===== config.mk =====
export PLATFORM = sky130hd
export DESIGN_NAME = key_mux_reg
export DESIGN_NICKNAME = d
export VERILOG_FILES = /design/src/rtl/key_mux_reg.sv
export SDC_FILE = /design/constraint.sdc
export NUM_CORES = 1
export LEC_CHECK = 0
export ABC_CLOCK_PERIOD_IN_PS = 3900
export CELL_PAD_IN_SITES_DETAIL_PLACEMENT = 1
export CELL_PAD_IN_SITES_GLOBAL_PLACEMENT = 2
export CORE_UTILIZATION = 24
export CTS_BUF_LIST = sky130_fd_sc_hd__clkbuf_4 sky130_fd_sc_hd__clkbuf_8
export DETAILED_ROUTE_END_ITERATION = 12
export GPL_ROUTABILITY_DRIVEN = 0
export GPL_TIMING_DRIVEN = 0
export PLACE_DENSITY_LB_ADDON = 0.1
export SLEW_MARGIN = 20
export SYNTH_ARGS = -nofsm -noshare
export SYNTH_HDL_FRONTEND = slang
export SYNTH_SLANG_ARGS = --single-unit

===== constraint.sdc =====
create_clock -name clk -period 3.9 [get_ports clk]
set_clock_uncertainty 0.15 [all_clocks]
set_input_delay 0.585 -clock clk [delete_from_list [all_inputs] [get_ports clk]]
set_output_delay 0.585 -clock clk [all_outputs]
set_load 0.03 [all_outputs]

===== src/rtl/key_mux_reg.sv =====
// Keyed lookup mux (OR of all entries whose key matches) feeding a load-enabled register.
// Optional KEY_MUX_DEFAULT_EN adds a default_out input that is used when no key matches.
module key_mux_reg #(
    parameter int                  NR_KEY    = 2,
    parameter int                  KEY_LEN   = 1,
    parameter int                  DATA_LEN  = 32,
    parameter logic [DATA_LEN-1:0] RESET_VAL = '0
) (
    input  logic                                 clk,
    input  logic                                 rst,
    input  logic [KEY_LEN-1:0]                   key,
    input  logic [NR_KEY*(KEY_LEN+DATA_LEN)-1:0] lut,
    input  logic                                 wen,
`ifdef KEY_MUX_DEFAULT_EN
    input  logic [DATA_LEN-1:0]                  default_out,
`endif
    output logic [DATA_LEN-1:0]                  mux_out,
    output logic [DATA_LEN-1:0]                  dout
);

    localparam int PAIR = KEY_LEN + DATA_LEN;

    logic [DATA_LEN-1:0] hit_data;
    logic                any_hit;
    logic [DATA_LEN-1:0] dout_d;
    logic [DATA_LEN-1:0] dout_q;

    // Only matching entries contribute, so X in unused entries cannot leak out.
    always_comb begin
        hit_data = '0;
        any_hit  = 1'b0;
        for (int i = 0; i < NR_KEY; i++) begin
            if (lut[PAIR*i+DATA_LEN +: KEY_LEN] == key) begin
                hit_data = hit_data | lut[PAIR*i +: DATA_LEN];
                any_hit  = 1'b1;
            end
        end
    end

    always_comb begin
`ifdef KEY_MUX_DEFAULT_EN
        mux_out = any_hit ? hit_data : default_out;
`else
        mux_out = any_hit ? hit_data : '0;
`endif
    end

    always_comb begin
        dout_d = dout_q;
        if (wen) begin
            dout_d = mux_out;
        end
    end

    always_ff @(posedge clk) begin
        if (rst) begin
            dout_q <= RESET_VAL;
        end else begin
            dout_q <= dout_d;
        end
    end

    assign dout = dout_q;

endmodule


Word level (Yosys, flattened, before mapping)
Cells that the tools add are included.
{ "op_classes": {"n_mux": 5, "bitwise": 1, "eq_ne": 2} }
{ "ops": {"columns": ["cell", "n"], "rows": [
  ["$mux W32", 3],
  ["$or A32 B32 Y32", 1],
  ["$eq A1 B1 Y1", 2],
  ["$mux W1", 2]
]} }
{ "word_totals": {"output_inout_bits": 64, "regBits": 32, "elab_cells": 9, "input_bits": 70} }

Logic depth before layout (Yosys ltp)
Gate-level depths: netlist (run 1).
{ "depth": {"ltp_word": 5, "ltp_mapped": 5, "depth_no_buf": 3} }

Least setup slack after synthesis (run 1)
No wires, ideal clock.
{ "synth_path": {"kind": "in2out", "from": "input lut[32]", "to": "output mux_out[0]", "t_arrival_ps": 1776, "path_stages": 5, "path_slack_ps": 1389, "n_path_buf": 2, "required_time_ps": 3165, "cell_sequence": "buf_2 inv_1 clkbuf_1 a22oi_1 mux2i_1"} }
{ "synth_between": {"elab_chain_len": 5} }
{ "synth_rtl": {"columns": ["element", "line_no", "rtl"], "rows": [
  ["start, declared", "12", "input logic [NR_KEY*(KEY_LEN+DATA_LEN)-1:0] lut,"],
  ["$eq A1 B1 Y1 (*)", "33", "if (lut[PAIR*i+DATA_LEN +: KEY_LEN] == key) begin"],
  ["$mux W32", "33", null],
  ["$or A32 B32 Y32", "34", "hit_data = hit_data | lut[PAIR*i +: DATA_LEN];"],
  ["$mux W32", "33", null],
  ["$mux W32 (*)", "44", "mux_out = any_hit ? hit_data : '0;"],
  ["end, declared", "17", "output logic [DATA_LEN-1:0] mux_out,"]
]} }
Mark *: on every way between the ends. The rest lies on a longest branch, timed or not.

Final worst setup path (run 1)
{ "layout_path": {"from": "input lut[32]", "to": "output mux_out[8]"} }
Same word-level chain as after synthesis.

==> results.ini, run 1 <==
[worst_setup_path]
cp_data_required_time_ns=3.16
crit_chain=buf_2, inv_1, clkbuf_1, a22oi_1, mux2i_1, clkdlybuf4s50_1
start_kind=input port
cp_max_fo=10
path_class=input port to primary output
max_stage_delay_ns=0.72
cp-end-kind=primary output
rr_worst_depth=2
crit_arrival_ns=2.56
cp_slowest_cell=clkdlybuf4s50_1

[clock_tree]
numCtsBuffers=5
clk_pin_slew_worst_paths_ns=0.07
cts.sinks=32
clockBufferDepth=2
clock_latency_ns=0.28
post_cts_buffers=0
h-tree-depth=2
post_cts_resized=0
cts_root_buf=clkbuf_8
cts_hold_buffers=0
cts_tree=yes

[sta]
period_minus_slack_ns=3.30
worst-slew-pin-transition_ns=0.790
tns_ns=0
setup_ws_ns=0.602
finalSetupViolCount=0
fin_crit_sh=0.846
relSlewSlack=0.473
final-hold-violation-count=0
rsz0062_at_grt=false
fmax_ghz=0.303
hold_ws_ns=0.468
slew_viol_final=0

[run_status]
status=finished, final reports clean

[drt]
vias=2562
dr.pass1.iters=4
ant_nets=0
avgRoutedWirePerCell_um=19.5
wl_mm=9.59
drt_iter0_markers=68
route.detailed.drc=0
avgViaCountPerCell=5.22

[yosys]
seq_area_frac_synth=0.271
synth_cells=227
synth_cell_types=12
ys_warn_count=0
postSynthAreaPerCell_sq_um=10.4
syn-cell-area_sq_um=2370
synth_nets=297
synth.ff_latch_count=32

[floorplanning]
core_sq_um=9420
start_util=0.251
fp.dieArea_sq_um=10300
die_width_um=101
ioPinCount=134
rows=35
die_y_um=101

[layout]
antenna_cells=0
final_common_cell=clkdlybuf4s50_1
postLayoutCoreUtil=0.414
area_growth_pct=64.7
drive_gt1_frac=0.210
n_fill_cell=1066
final_nets=434
largest_reg_flops=32
final_cells=491
layout_common_cells=clkdlybuf4s50_1 (130), a22oi_1 (64), mux2i_1 (32), or3b_2 (32), dfxtp_1 (32)

[power_and_ir_drop]
p_leak_nw=1.39
power.density_nw_per_um2=285
ir_worst_vdd_v=0.000102

[global_routing]
grt_pass1_vias=2699
grt_usage=0.186
grt_max_degree=11
grt_overflow=0
antenna_found_initial=0
grt_pass1_wl_mm=14.5

[place]
dpl.hpwl_mm=7.06
io_buffers=130
dp.cells=486
pre_cts_ws_ns=0.620

[hold_path]
hp-class=register to register
whs_path_depth=2

[flow_run]
drv_cap=0

==> report_power, final <==
part	internal [W]	leakage [nW]	switching (W)
Combinational	0.000233	1.09	0.000278
Clock	0.000115	0.0359	0.000123
Sequential	0.000351	0.263	0.0000119
Total	0.000699	1.39	0.000413
==> worst max-delay path, delay by kind of cell <==
kind	cells	cell delay, ns
AO/OA/AOI/OAI	1	0.24
buffers and inverters	4	1.47
multiplexers	1	0.26
==> layout make-up <==
cell class,instances,area (sq um),share of cell area
Timing Repair Buffer,130,1300,0.334
Tap cell,129,161,0.0414
Multi-Input combinational cell,162,1570,0.402
Clock buffer,5,68.8,0.0177
Sequential cell,32,641,0.164
Buffer,31,153,0.0392
Inverter,2,7.51,0.00193
==> synthesized netlist by cell type <==
| master | instances | area share |
|---|---|---|
| a22oi_1 | 64 | 0.20 |
| buf_2 | 5 | 0.011 |
| buf_6 | 4 | 0.019 |
| clkbuf_1 | 22 | 0.035 |
| dfxtp_1 | 32 | 0.27 |
| inv_1 | 2 | 0.0032 |
| mux2i_1 | 32 | 0.14 |
| nand3b_1 | 1 | 0.0032 |
| o221ai_1 | 2 | 0.0074 |
| o221ai_2 | 30 | 0.19 |
| or3b_1 | 1 | 0.0037 |
| or3b_2 | 32 | 0.12 |
==> final timing paths <==
| kind | start | to | slack (ns) |
|---|---|---|---|
| worst max-delay path | lut[32] | mux_out[8] | 0.60 |
| worst max register to register | dout[27] | dout[27] | 2.80 |
| worst min register to register | dout[31] | dout[31] | 0.47 |
| worst min-delay path | dout[31] | dout[31] | 0.47 |
==> through the flow <==
stage / instance area [sq um] / power [W]
floorplan: 2370 / 0.000647
global placement: 3830 / 0.000881
detailed placement: 3830 / 0.000883
CTS: 3900 / 0.00113
global route: 3900 / 0.00117
finish: 3900 / 0.00111
==> per-layer routing <==
metal  wire length [um]  global-route usage  share of wire
met1               4390               0.238           0.46
met2               4550               0.319           0.48
met4                 70              0.0368         0.0073
met5                  0                   0              0
met3                575              0.0469          0.060
==> kinds of logic (layout without fill, tap and decap cells) <==
family / count (synthesis) / after routing / synth area share
and+or+nand+nor: 34 / 34 / 0.125
AOI/OAI and AO/OA: 96 / 96 / 0.401
buffers and inverters: 33 / 168 / 0.0677
DFF: 32 / 32 / 0.271
muxes: 32 / 32 / 0.135
(Power assumes the default switching activity.)
==> run 2: changes to the inputs <==
--- a/config.mk
+++ b/config.mk
@@ -5,10 +5,10 @@
 export SDC_FILE = /design/constraint.sdc
 export NUM_CORES = 1
 export LEC_CHECK = 0
-export ABC_CLOCK_PERIOD_IN_PS = 3900
+export ABC_CLOCK_PERIOD_IN_PS = 3390
 export CELL_PAD_IN_SITES_DETAIL_PLACEMENT = 1
 export CELL_PAD_IN_SITES_GLOBAL_PLACEMENT = 2
-export CORE_UTILIZATION = 24
+export CORE_UTILIZATION = 22
 export CTS_BUF_LIST = sky130_fd_sc_hd__clkbuf_4 sky130_fd_sc_hd__clkbuf_8
 export DETAILED_ROUTE_END_ITERATION = 12
 export GPL_ROUTABILITY_DRIVEN = 0
==> constraint.sdc (replaced) <==
create_clock -name clk -period 3.39 [get_ports clk]
set_clock_uncertainty 0.15 [all_clocks]
set_input_delay 0.5085 -clock clk [delete_from_list [all_inputs] [get_ports clk]]
set_output_delay 0.5085 -clock clk [all_outputs]
set_load 0.03 [all_outputs]
==> results.ini, run 2 (synthesis gave the netlist of run 1 again) <==
[run_status]
status=finished, final reports clean  ; unchanged

[clock_tree]
clk_pin_slew_worst_paths_ns=0.07  ; about the same
cts_hold_buffers=0  ; unchanged
clockBufferDepth=2  ; unchanged
cts_tree=yes  ; unchanged
post_cts_buffers=0  ; unchanged
post_cts_resized=0  ; unchanged
cts_root_buf=clkbuf_8  ; unchanged
cts.sinks=32  ; unchanged
clock_latency_ns=0.28  ; about the same
h-tree-depth=2  ; unchanged
numCtsBuffers=5  ; unchanged

[drt]
route.detailed.drc=0  ; unchanged
vias=2557  ; was 2562
avgViaCountPerCell=5.10  ; was 5.22
ant_nets=0  ; unchanged
wl_mm=9.74  ; was 9.59 mm
drt_iter0_markers=94  ; was 68
dr.pass1.iters=4  ; unchanged
avgRoutedWirePerCell_um=19.4  ; was 19.5 um

[worst_setup_path]
cp_data_required_time_ns=2.73  ; was 3.16 ns
r2r-start=dout[15]  ; was dout[27]
crit_arrival_ns=2.47  ; was 2.56 ns
r2r_end=dout[15]  ; was dout[27]
crit_chain=clkbuf_1, inv_1, clkbuf_1, a22oi_1, mux2i_1, clkdlybuf4s50_1  ; was buf_2, inv_1, clkbuf_1, a22oi_1, mux2i_1, clkdlybuf4s50_1
rr_worst_depth=2  ; unchanged
path_class=input port to primary output  ; unchanged
start_kind=input port  ; unchanged
max_stage_delay_ns=0.72  ; about the same
cp-end-kind=primary output  ; unchanged
r2r_setup_slack_ns=2.30  ; was 2.80 ns
cp_slowest_cell=clkdlybuf4s50_1  ; unchanged
cp_max_fo=10  ; unchanged
critPathMostFrequentCell=clkbuf_1

[sta]
tns_ns=0  ; unchanged
slew_viol_final=0  ; unchanged
setup_ws_ns=0.264  ; was 0.602 ns
relSlewSlack=0.442  ; was 0.473
fin_crit_sh=0.922
fmax_ghz=0.320
worst-slew-pin-transition_ns=0.837  ; was 0.790 ns
finalSetupViolCount=0  ; unchanged
period_minus_slack_ns=3.13
rsz0062_at_grt=false  ; unchanged
final-hold-violation-count=0  ; unchanged

[layout]
n_fill_cell=1205  ; was 1066
final_common_cell=clkdlybuf4s50_1  ; unchanged
area_growth_pct=66.1  ; was 64.7%
antenna_cells=0  ; unchanged
drive_gt1_frac=0.216  ; was 0.210
final_nets=434  ; unchanged
layout_common_cells=clkdlybuf4s50_1 (130), a22oi_1 (64), mux2i_1 (32), or3b_2 (32), dfxtp_1 (32)  ; unchanged
largest_reg_flops=32  ; unchanged

[floorplanning]
ioPinCount=134  ; unchanged
start_util=0.228  ; was 0.251
die_y_um=106  ; was 101 um
rows=37  ; was 35
core_sq_um=10400  ; was 9420 sq um
die_width_um=106  ; was 101 um
fp.dieArea_sq_um=11200  ; was 10300 sq um

[global_routing]
grt_usage=0.174  ; was 0.186
grt_pass1_vias=2720  ; was 2699
grt_max_degree=11  ; unchanged
grt_overflow=0  ; unchanged
grt_pass1_wl_mm=15.1  ; was 14.5 mm
antenna_found_initial=0  ; unchanged

[power_and_ir_drop]
ir_worst_vdd_v=0.000118  ; was 0.000102 V
p_leak_nw=1.41  ; was 1.39 nW
power.density_nw_per_um2=337  ; was 285 nW/um^2
p_total_w=0.00133  ; was 0.00111 W

[hold_path]
hp-class=register to register  ; unchanged
whs_path_depth=2  ; unchanged
holdPathEnd=dout[28]  ; was dout[31]
hold_start=dout[28]  ; was dout[31]

[place]
io_buffers=130  ; unchanged
dpl.hpwl_mm=7.03  ; was 7.06 mm
pre_cts_ws_ns=0.238  ; was 0.620 ns

[flow_run]
drv_cap=0  ; unchanged

run 2: metal layers:
layer	wire length [um]	GRT usage
met1	4480	0.221
met2	4550	0.294
met3	608	0.0445
met4	96	0.0377
met5	0	0
run 2: worst max-delay path by stage:
stage	startpoint	endpoint	slack (ns)
floorplan	lut[32]	mux_out[0]	1.03
global placement	lut[65]	mux_out[7]	0.27
detailed placement	lut[32]	mux_out[13]	0.24
CTS	lut[32]	mux_out[13]	0.24
global route	lut[65]	mux_out[7]	0.14
finish	lut[65]	mux_out[7]	0.26
run 2: power breakdown:
group / total, W / switching (W) / leakage [nW] / internal, W
clock network: 0.000321 / 0.000159 / 0.0510 / 0.000162
logic: 0.000588 / 0.000319 / 1.09 / 0.000268
registers: 0.000417 / 0.0000130 / 0.263 / 0.000404
run 2: layout make-up:
class / instances / area [sq um] / share of cell area
inverter: 2 / 7.51 / 0.00191
tap: 136 / 170 / 0.0433
sequential: 32 / 641 / 0.163
buffer: 31 / 153 / 0.0388
clock inverter: 2 / 10.0 / 0.00255
multi-input combinational: 162 / 1570 / 0.398
clock buffer: 6 / 82.6 / 0.0210
timing repair buffer: 130 / 1300 / 0.331
run 2: worst max-delay path: cells and delay by family:
kind / cells / cell delay (ns)
buf+inv: 4 / 1.53
compound gates: 1 / 0.21
mux: 1 / 0.22
run 2: metrics by stage:
stage	cells	hold slack, ns	utilization	area, sq um
6_report	501	0.463	0.379	3930
5_1_grt	501	0.488	0.379	3930
4_1_cts	501	0.473	0.379	3930
3_5_place_dp	493	0.459	0.370	3840
3_3_place_gp	493	0.450	0.370	3840
2_1_floorplan	227	0.573	-	2370
==> run 3: changes to the inputs <==
--- a/config.mk
+++ b/config.mk
@@ -18,3 +18,4 @@
 export SYNTH_ARGS = -nofsm -noshare
 export SYNTH_HDL_FRONTEND = slang
 export SYNTH_SLANG_ARGS = --single-unit
+export TNS_END_PERCENT = 5
==> results of run 3 <==
Final layout, timing and power as in run 2 (identical DEF).
